--- src/rtl/mem_arbiter.sv ---
// mem_arbiter: two-requester (instruction/data) arbiter in front of a single
// RAM port, with fair alternation on contention, access timeout and sticky
// error reporting.
//
// Ports:
//   CLK, RST                 clock, async active-high reset
//   iREN/iaddr               instruction read request and address
//   iload/iwait              instruction read data and stall
//   dREN/dWEN/daddr/dstore   data read/write request, address, write data
//   dload/dwait              data read data and stall
//   ramREN/ramWEN            RAM read/write strobes
//   ramaddr/ramstore         RAM address and write data
//   ramload/ramstate         RAM read data and status (FREE/BUSY/ACCESS/ERROR)
//   mem_err                  sticky error flag (timeout or RAM ERROR)
module mem_arbiter #(
    parameter int ADDR_W  = 32,
    parameter int WORD_W  = 32,
    parameter int TIMEOUT = 16
) (
    input  logic              CLK,
    input  logic              RST,
    input  logic              iREN,
    input  logic [ADDR_W-1:0] iaddr,
    output logic [WORD_W-1:0] iload,
    output logic              iwait,
    input  logic              dREN,
    input  logic              dWEN,
    input  logic [ADDR_W-1:0] daddr,
    input  logic [WORD_W-1:0] dstore,
    output logic [WORD_W-1:0] dload,
    output logic              dwait,
    output logic              ramREN,
    output logic              ramWEN,
    output logic [ADDR_W-1:0] ramaddr,
    output logic [WORD_W-1:0] ramstore,
    input  logic [WORD_W-1:0] ramload,
    input  logic [1:0]        ramstate,
    output logic              mem_err
);

    typedef enum logic [1:0] {
        IDLE = 2'd0,
        INST = 2'd1,
        DATA = 2'd2
    } state_t;

    localparam logic [1:0] RS_ACCESS = 2'b10;
    localparam logic [1:0] RS_ERROR  = 2'b11;
    // Timeout fires on the cycle whose increment would make the count
    // reach TIMEOUT-1.
    localparam logic [7:0] CNT_LAST  = 8'(TIMEOUT - 2);

    // last_grant: 0 = INST, 1 = DATA
    state_t     state_q, state_d;
    logic       last_q, last_d;
    logic [7:0] cnt_q, cnt_d;
    logic       err_q, err_d;

    logic dreq;
    logic granted;
    logic req_g;
    logic done;
    logic fail;

    always_ff @(posedge CLK or posedge RST) begin
        if (RST) begin
            state_q <= IDLE;
            last_q  <= 1'b0;
            cnt_q   <= 8'd0;
            err_q   <= 1'b0;
        end else begin
            state_q <= state_d;
            last_q  <= last_d;
            cnt_q   <= cnt_d;
            err_q   <= err_d;
        end
    end

    assign dreq    = dREN | dWEN;
    assign granted = (state_q != IDLE);
    assign req_g   = (state_q == INST) ? iREN : dreq;
    // A side that has dropped its request gets no completion.
    assign done    = granted & req_g & (ramstate == RS_ACCESS);
    assign fail    = granted & req_g & ~done
                   & ((ramstate == RS_ERROR) | (cnt_q == CNT_LAST));

    always_comb begin
        state_d  = state_q;
        last_d   = last_q;
        cnt_d    = cnt_q;
        err_d    = err_q;
        ramREN   = 1'b0;
        ramWEN   = 1'b0;
        ramaddr  = '0;
        ramstore = '0;
        iload    = '0;
        dload    = '0;

        unique case (state_q)
            IDLE: begin
                cnt_d = 8'd0;
                if (dreq && iREN) begin
                    state_d = last_q ? INST : DATA;
                end else if (dreq) begin
                    state_d = DATA;
                end else if (iREN) begin
                    state_d = INST;
                end
            end
            INST: begin
                ramREN  = 1'b1;
                ramaddr = iaddr;
                if (done) begin
                    iload = ramload;
                end
            end
            DATA: begin
                ramaddr  = daddr;
                ramstore = dstore;
                ramWEN   = dWEN;
                ramREN   = ~dWEN;
                if (done && !dWEN) begin
                    dload = ramload;
                end
            end
            default: state_d = IDLE;
        endcase

        if (granted) begin
            if (cnt_q != 8'hFF) begin
                cnt_d = cnt_q + 8'd1;
            end
            if (!req_g) begin
                state_d = IDLE;
            end else if (done || fail) begin
                state_d = IDLE;
                last_d  = (state_q == DATA);
                err_d   = err_q | fail;
            end
        end
    end

    assign iwait   = iREN & ~((state_q == INST) & (ramstate == RS_ACCESS));
    assign dwait   = dreq & ~((state_q == DATA) & (ramstate == RS_ACCESS));
    assign mem_err = err_q;

endmodule

--- config.mk ---
export PLATFORM = sky130hd
export DESIGN_NAME = mem_arbiter
export DESIGN_NICKNAME = d
export VERILOG_FILES = /design/src/rtl/mem_arbiter.sv
export SDC_FILE = /design/constraint.sdc
export NUM_CORES = 1
export LEC_CHECK = 0
export CORE_AREA = 5 5 102 104
export DETAILED_ROUTE_END_ITERATION = 12
export DIE_AREA = 0 0 107 109
export PLACE_DENSITY = 0.74
export SYNTH_ARGS = -nofsm -noshare
export SYNTH_HDL_FRONTEND = slang
export SYNTH_SLANG_ARGS = --single-unit
--- constraint.sdc ---
create_clock -name CLK -period 1.6 [get_ports CLK]
set_input_delay 0.32 -clock CLK [delete_from_list [all_inputs] [get_ports CLK]]
set_output_delay 0.32 -clock CLK [all_outputs]
set_load 0.01 [all_outputs]
After elaboration in Yosys (flattened, before gate mapping) --
Cells that the tools add are included.
Operators by class: reduce and logical (&&, ||, !) cells 8, equality and inequality tests 6, add/subtract/negate cells 1, mux-type cells 20, bitwise gates (word level) 15
Operators with widths (count):
- $mux W32 | 5
- $pmux W32 S2 | 1
- $mux W8 | 3
- $mux W2 | 7
- $add A8 B1 Y8 const B | 1
- $and A1 B1 Y1 | 8
- $eq A8 B4 Y1 const B | 1
- $ne A8 B8 Y1 const B | 1
- $eq A2 B2 Y1 const B | 3
- $not A1 Y1 | 4
- $pmux W2 S2 | 1
- $or A1 B1 Y1 | 3
- $reduce_and A3 Y1 | 1
- $eq A2 B1 Y1 const B | 1
- $logic_and A1 B1 Y1 | 2
- $logic_not A2 Y1 | 1
- $mux W1 | 2
- $pmux W1 S2 | 1
- $reduce_bool A2 Y1 | 1
- $reduce_or A2 Y1 | 1
- $logic_not A1 Y1 | 1
- $logic_or A1 B1 Y1 | 1
Word-level totals: word-level logic and storage cells 54, register bits 12, bits of input ports 135, output and inout bits 133

Longest topological paths before layout --
Gate-level depths: netlist of the first run.
depth in word-level cells 11, depth in mapped cells 7, gate-level depth less buffers 5

Least setup slack after synthesis of the first run --
Ideal clock, no wire load.
kind flip-flop to output port, start point register state_q[1], end point output port dload[10], required time 1.280 ns, path buffers 2, path slack -0.245 ns, arrival 1.525 ns, cell stages (with the launch flop) 8, path through dfrtp_1 inv_1 ha_1 buf_6 nor2b_4 nor4_4 clkbuf_2 and2_1
Between the ends: word-level cells in the longest chain between the ends 7, elaborated cells on any way between the ends 9, those cells by class eq/ne: 2; mux: 3; bitwise: 2; reduce/logical: 2
Ends and longest elaborated chain:
- start: declaration | line 54 | state_t state_q, state_d;
- start signal: assignment | line 72 | state_q <= state_d;
- $eq A2 B1 Y1 | line 81 | assign req_g = (state_q == INST) ? iREN : dreq;
- $mux W1 | line 81
- $and A1 B1 Y1 (2 in a row) | line 83 | assign done = granted & req_g & (ramstate == RS_ACCESS);
- $logic_and A1 B1 Y1 | line 122 | if (done && !dWEN) begin
- $mux W32 | line 122
- $mux W32 (*) | line 99 | unique case (state_q)
- end: declaration | line 30 | output logic [WORD_W-1:0] dload,
Every way passes the cells marked *; elsewhere a longest branch is shown, timed or not.

Worst setup path in the final report of the first run --
start point register state_q[1], end point output port dload[5]
The elaborated chain is that of the path after synthesis.

==> results.sh, run 1 <==
export IMPL_outcome="complete, but fails checks"
export IMPL_violations="negative setup slack"
export IMPL_synth_edf_count=0
export IMPL_relSlewSlack_pct=69.0
export IMPL_cts_htree_levels=1
export IMPL_drc=0
export IMPL_slowest_delay_ns=0.39
export IMPL_clkLatencyLatePin_ns=0.25
export IMPL_cpMostUsedCell="buf_6"
export IMPL_dr_pass1_iters=4
export IMPL_drtIter0Drc=94
export IMPL_clk_pin_slew_ns=0.06
export IMPL_chipHeight_um=109
export IMPL_tightest_slew_ns=0.465
export IMPL_comb_power_share_pct=85.9
export IMPL_port_buffers=267
export IMPL_slew_viol_final=0
export IMPL_fin_crit_ns=2.24
export IMPL_grt_max_degree=34
export IMPL_ys_ff_latch=12
export IMPL_internal_power_mw=3.34
export IMPL_path_max_fanout=8
export IMPL_crit_required_ns=1.28
export IMPL_synthDistinctLibCells=41
export IMPL_grt_overflow_total=0
export IMPL_synth_yosys_seq_area_share_pct=15.2
export IMPL_seqPwrFrac_pct=8.0
export IMPL_fp_dieW_um=107
export IMPL_path_cells="inv_2 -> ha_4 -> nor3_4 -> nor4_4 -> buf_4 -> buf_6 -> buf_12 -> and2_4 -> buf_6"
export IMPL_antenna_found_initial=1
export IMPL_whs_ns=0.378
export IMPL_initial_core_util_pct=20.9
export IMPL_first_global_vias=3264
export IMPL_fin_crit_sh_pct=140
export IMPL_io_pins=268
export IMPL_dpl_hpwl_mm=9.27
export IMPL_dp_cells=644
export IMPL_setup_slack_ns=-0.642
export IMPL_grt_usage_pct=21.3
export IMPL_leakage_nw=2.60
export IMPL_cts_root_buffer="clkbuf_8"
export IMPL_postSynthCellCount=265
export IMPL_p_switching_mw=2.26
export IMPL_ir_worst_vdd_uv=602
export IMPL_avgViaCountPerCell=4.69
export IMPL_rsz0062_at_grt="true"
export IMPL_fin_skew_ns=0.00523
export IMPL_finalHoldViolCount=0
export IMPL_endpoint_kind="output port"
export IMPL_synthFlopType="dfrtp_1"
export IMPL_layout_commonest_cell="clkdlybuf4s50_1"
export IMPL_layout_common_cells="clkdlybuf4s50_1, buf_6, and2_4, buf_2, nor2b_1"
export IMPL_syn_area_per_cell_um2=7.45
export IMPL_area_growth_pct=194
export IMPL_worstSetupPathType="flop to output port"
export IMPL_die_area_um2=11700
export IMPL_cap_viol_max_count=0
export IMPL_cts_tree="yes"
export IMPL_core_rowCount=36
export IMPL_setup_viol=133
export IMPL_reg2reg_depth=5
export IMPL_syn_area_um2=1970
export IMPL_synth_fp_nets=405
export IMPL_synthArstFlopShare_pct=100
export IMPL_clockBufferDepth=2
export IMPL_cp_start_kind="flop"
export IMPL_hold_path_class="input port to async pin"
export IMPL_cts_made_buffers=3
export IMPL_power_density_nw_per_um2=966
export IMPL_crit_path_top_delay_cell="dfrtp_1"
export IMPL_layout_cells_non_filler=688
export IMPL_cts_sinks=12
export IMPL_grt_pass1_wl_mm=19.3
export IMPL_ys_warnings_count=0
export IMPL_postRouteAntennaNets=0
export IMPL_nets=713
export IMPL_route_vias_total=3228
export IMPL_cp_arrival_ns=1.92
export IMPL_p_sw_share_pct=40.4
export IMPL_hold_buffers=0
export IMPL_fmaxAchievable_ghz=0.446
export IMPL_gp_congestion=0.820
export IMPL_pwr_share_clk_pct=6.1
export IMPL_wl_per_cell_um=20.2
export IMPL_drive_gt1_share_pct=54.2
export IMPL_core_um2=9460
export IMPL_wl_mm=13.9
==> worst paths after layout <==
path	startpoint	end	slack, ns
setup reg to reg	state_q[0]	last_q	-0.11
min in group CLK	mem_err	mem_err	0.48
hold reg to reg	mem_err	mem_err	0.48
setup / recovery	state_q[1]	dload[5]	-0.64
hold / removal	RST	cnt_q[1]	0.38
max in group asynchronous	RST	state_q[0]	0.87
==> Yosys cell counts (all sizes together), types with 2 or more instances <==
cell | number | share of area, %
a211oi | 3 | 1.1
a21o | 2 | 0.76
a21oi | 4 | 1.0
a22oi | 32 | 12
a31oi | 3 | 0.95
a32o | 2 | 1.0
and2 | 98 | 31
and2b | 2 | 0.76
and3 | 2 | 0.63
and4 | 3 | 1.3
and4b | 2 | 1.0
clkbuf | 21 | 4.2
dfrtp | 12 | 15
ha | 5 | 3.2
inv | 4 | 0.76
nand2 | 2 | 0.38
nand3 | 2 | 0.51
nor2 | 4 | 0.76
nor2b | 36 | 12
nor3 | 4 | 1.6
o21ai | 3 | 0.76
o21bai | 2 | 0.76
o31ai | 2 | 0.76
==> per-layer routing <==
metal	GRT usage [%]	wire [µm]	up-vias
met5	0	0	-
met4	5.48	195	0
met3	6.16	959	15
met2	39.4	7590	121
met1	24.0	5140	1544
li1	-	-	1548
==> flip-flops by register name, summed over array words and instances (netlist names) <==
name and flops:
cnt_q 8, state_q 2, mem_err 1, last_q 1
==> final cells by class <==
class                           count  area [µm²]
Antenna cell                        2        5.00
Clock buffer                        4        55.1
Fill cell                         779        3660
Inverter                            4        17.5
Multi-Input combinational cell    227        1960
Sequential cell                    12         302
Tap cell                          114         143
Timing Repair Buffer              325        3310
==> critical path: cells and delay by family (launching register included) <==
family / cells / cell delay, ns
buffers and inverters: 5 / 0.63
and+or+nand+nor: 3 / 0.47
DFF: 1 / 0.39
adders and majority gates: 1 / 0.18
==> cells by family after synthesis <==
group	after synthesis	synth area share [%]
simple gates	161	53.3
flops	12	15.2
mux	1	0.570
fa+ha+maj	5	3.17
buf+inv	26	5.58
compound gates	60	22.2
==> what timing repair did <==
item / in CTS / in global routing
gates cloned: 11 / 5
gates resized for setup: 673 / 43
endpoints found under the setup margin: 133 / 133
pin swaps: 51 / 34
buffers inserted: 25 / 4
==> through the flow <==
stage	util, %	total power, mW	area (µm²)	setup TNS [ns]	setup WS, ns
6_report	61.3	5.60	5800	-62.78	-0.642
5_1_grt	61.3	5.93	5800	-70.61	-0.718
4_1_cts	58.7	5.23	5550	-62.59	-0.647
3_5_place_dp	52.7	4.14	4980	-96.95	-1.05
3_3_place_gp	52.7	4.10	4980	-93.17	-0.994
2_1_floorplan	-	2.20	2080	-11.17	-0.241
==> power by group through the flow <==
stage / registers, mW / logic [mW] / clock network [mW]
global placement: 0.445 / 3.65 / 0
finish: 0.448 / 4.81 / 0.342
CTS: 0.448 / 4.43 / 0.351
detailed placement: 0.451 / 3.69 / 0
floorplan: 0.431 / 1.77 / 0
global route: 0.460 / 5.11 / 0.359
Power figures use the tool's default switching activity.
==> run 2, diff against run 1 <==
- CORE_AREA: 5 5 102 104 -> not set
- CORE_ASPECT_RATIO: not set -> 0.5
- CORE_MARGIN: not set -> 5
- CORE_UTILIZATION: not set -> 23
- DIE_AREA: 0 0 107 109 -> not set
- GPL_ROUTABILITY_DRIVEN: not set -> 0
- PLACE_DENSITY: 0.74 -> 0.79
==> results.sh, run 2 (synthesis results as in run 1) <==
export IMPL_antenna_found_initial=0
export IMPL_path_max_fanout=7
export IMPL_largest_reg_flops=8
export IMPL_cts_root_buffer="clkbuf_16"
export IMPL_postRouteAntennaNets=0
export IMPL_fin_crit_sh_pct=143
export IMPL_drive_gt1_share_pct=53.4
export IMPL_postPlaceCellArea_um2=4940
export IMPL_fmaxAchievable_ghz=0.436
export IMPL_ir_worst_vdd_uv=568
export IMPL_io_pins=268
export IMPL_rsz0062_at_grt="true"
export IMPL_cp_arrival_ns=1.97
export IMPL_core_um2=8170
export IMPL_grt_overflow_total=0
export IMPL_fin_crit_ns=2.29
export IMPL_core_rowCount=23
export IMPL_chipHeight_um=75.5
export IMPL_outcome="complete, but fails checks"
export IMPL_p_total_mw=5.57
export IMPL_reg2reg_depth=7
export IMPL_grt_max_degree=35
export IMPL_r2r_setup_slack_ns=-0.17
export IMPL_nets=715
export IMPL_grt_pass1_wl_mm=17.8
export IMPL_clockBufferDepth=2
export IMPL_die_area_um2=10600
export IMPL_power_density_nw_per_um2=983
export IMPL_leakage_nw=2.55
export IMPL_avgViaCountPerCell=4.71
export IMPL_hold_buffers=0
export IMPL_crit_required_ns=1.28
export IMPL_r2r_end="last_q"
export IMPL_regMostFlops="cnt_q"
export IMPL_cp_start_kind="flop"
export IMPL_setup_viol=133
export IMPL_hold_path_class="input port to async pin"
export IMPL_drtIter0Drc=90
export IMPL_initial_core_util_pct=24.2
export IMPL_layout_commonest_cell="clkdlybuf4s50_1"
export IMPL_layout_common_cells="clkdlybuf4s50_1, buf_6, and2_4, buf_2"
export IMPL_final_util_pct=69.3
export IMPL_tightest_slew_ns=0.471
export IMPL_cts_tree="yes"
export IMPL_first_global_vias=3024
export IMPL_cts_htree_levels=1
export IMPL_endpoint_kind="output port"
export IMPL_fin_skew_ns=0.00184
export IMPL_fp_dieW_um=141
export IMPL_worstSetupPathType="flop to output port"
export IMPL_area_growth_pct=187
export IMPL_relSlewSlack_pct=68.6
export IMPL_drc=0
export IMPL_dr_pass1_iters=4
export IMPL_worstReg2RegStart="state_q[0]"
export IMPL_dpl_hpwl_mm=9.44
export IMPL_crit_start="state_q[0]"
export IMPL_cap_viol_max_count=0
export IMPL_antenna_cells=0
export IMPL_dp_slack_ns=-1.03
export IMPL_setup_slack_ns=-0.691
export IMPL_top_regs="cnt_q: 8 flops, state_q: 2 flops"
export IMPL_grt_usage_pct=21.3
export IMPL_clkLatencyLatePin_ns=0.24
export IMPL_finalHoldViolCount=0
export IMPL_slew_viol_final=0
export IMPL_clk_pin_slew_ns=0.04
export IMPL_wl_mm=14.0
export IMPL_route_vias_total=3229
export IMPL_finish_instance_area_um2=5670
export IMPL_cts_made_buffers=3
export IMPL_wl_per_cell_um=20.4
export IMPL_violations="negative setup slack"
export IMPL_port_buffers=267
export IMPL_cts_sinks=12
[run 2: worst max-delay path by stage]
stage                      endpoint  slack [ns]
final                     iload[13]       -0.69
after global routing      dload[28]       -0.76
after CTS                 dload[23]       -0.71
after detailed placement   dload[6]       -1.03
after global placement    dload[25]       -0.97
after floorplan           dload[10]       -0.24
[run 2: layout make-up]
class                      count  area (µm²)
timing repair buffer         327        3190
multi-input combinational    227        1940
clock buffer                   3        75.1
sequential                    12         302
inverter                       4        17.5
tap                          112         140
fill                         652        2510
[run 2: timing repair]
action	CTS	global route
endpoints found under the setup margin	133	134
cloned	6	10
resized for setup	491	180
pin swaps	54	29
setup buffers	15	17
hold endpoints to repair	0	0
[run 2: power breakdown]
part	internal, mW	leakage (nW)	switching, mW
combinational	2.57	2.36	2.11
clock	0.325	0.0370	0.124
sequential	0.373	0.154	0.0743
[run 2: metal layers]
metal / global-route usage [%] / share of wire, % / wire [µm]
met1: 26.5 / 40 / 5570
met5: 0 / 0 / 0
met2: 40.9 / 55 / 7760
met3: 1.57 / 2.8 / 394
met4: 5.37 / 2.0 / 279
[run 2: critical path: stages, from the launching register on]
cell and delay [ns]:
dfrtp_2 0.43, buf_6 0.13, ha_4 0.16, buf_4 0.14
and4b_4 0.23, buf_12 0.14, buf_12 0.13, buf_6 0.11
and2_4 0.15, buf_6 0.11
[run 2: metrics by stage]
| step | cells | setup TNS [ns] | hold slack (ns) |
|---|---|---|---|
| floorplan | 265 | -11.17 | 0.185 |
| finish | 685 | -65.00 | 0.397 |
| CTS | 664 | -62.49 | 0.423 |
| global route | 685 | -70.67 | 0.474 |
| detailed placement | 640 | -94.65 | 0.468 |
| global placement | 640 | -91.09 | 0.453 |
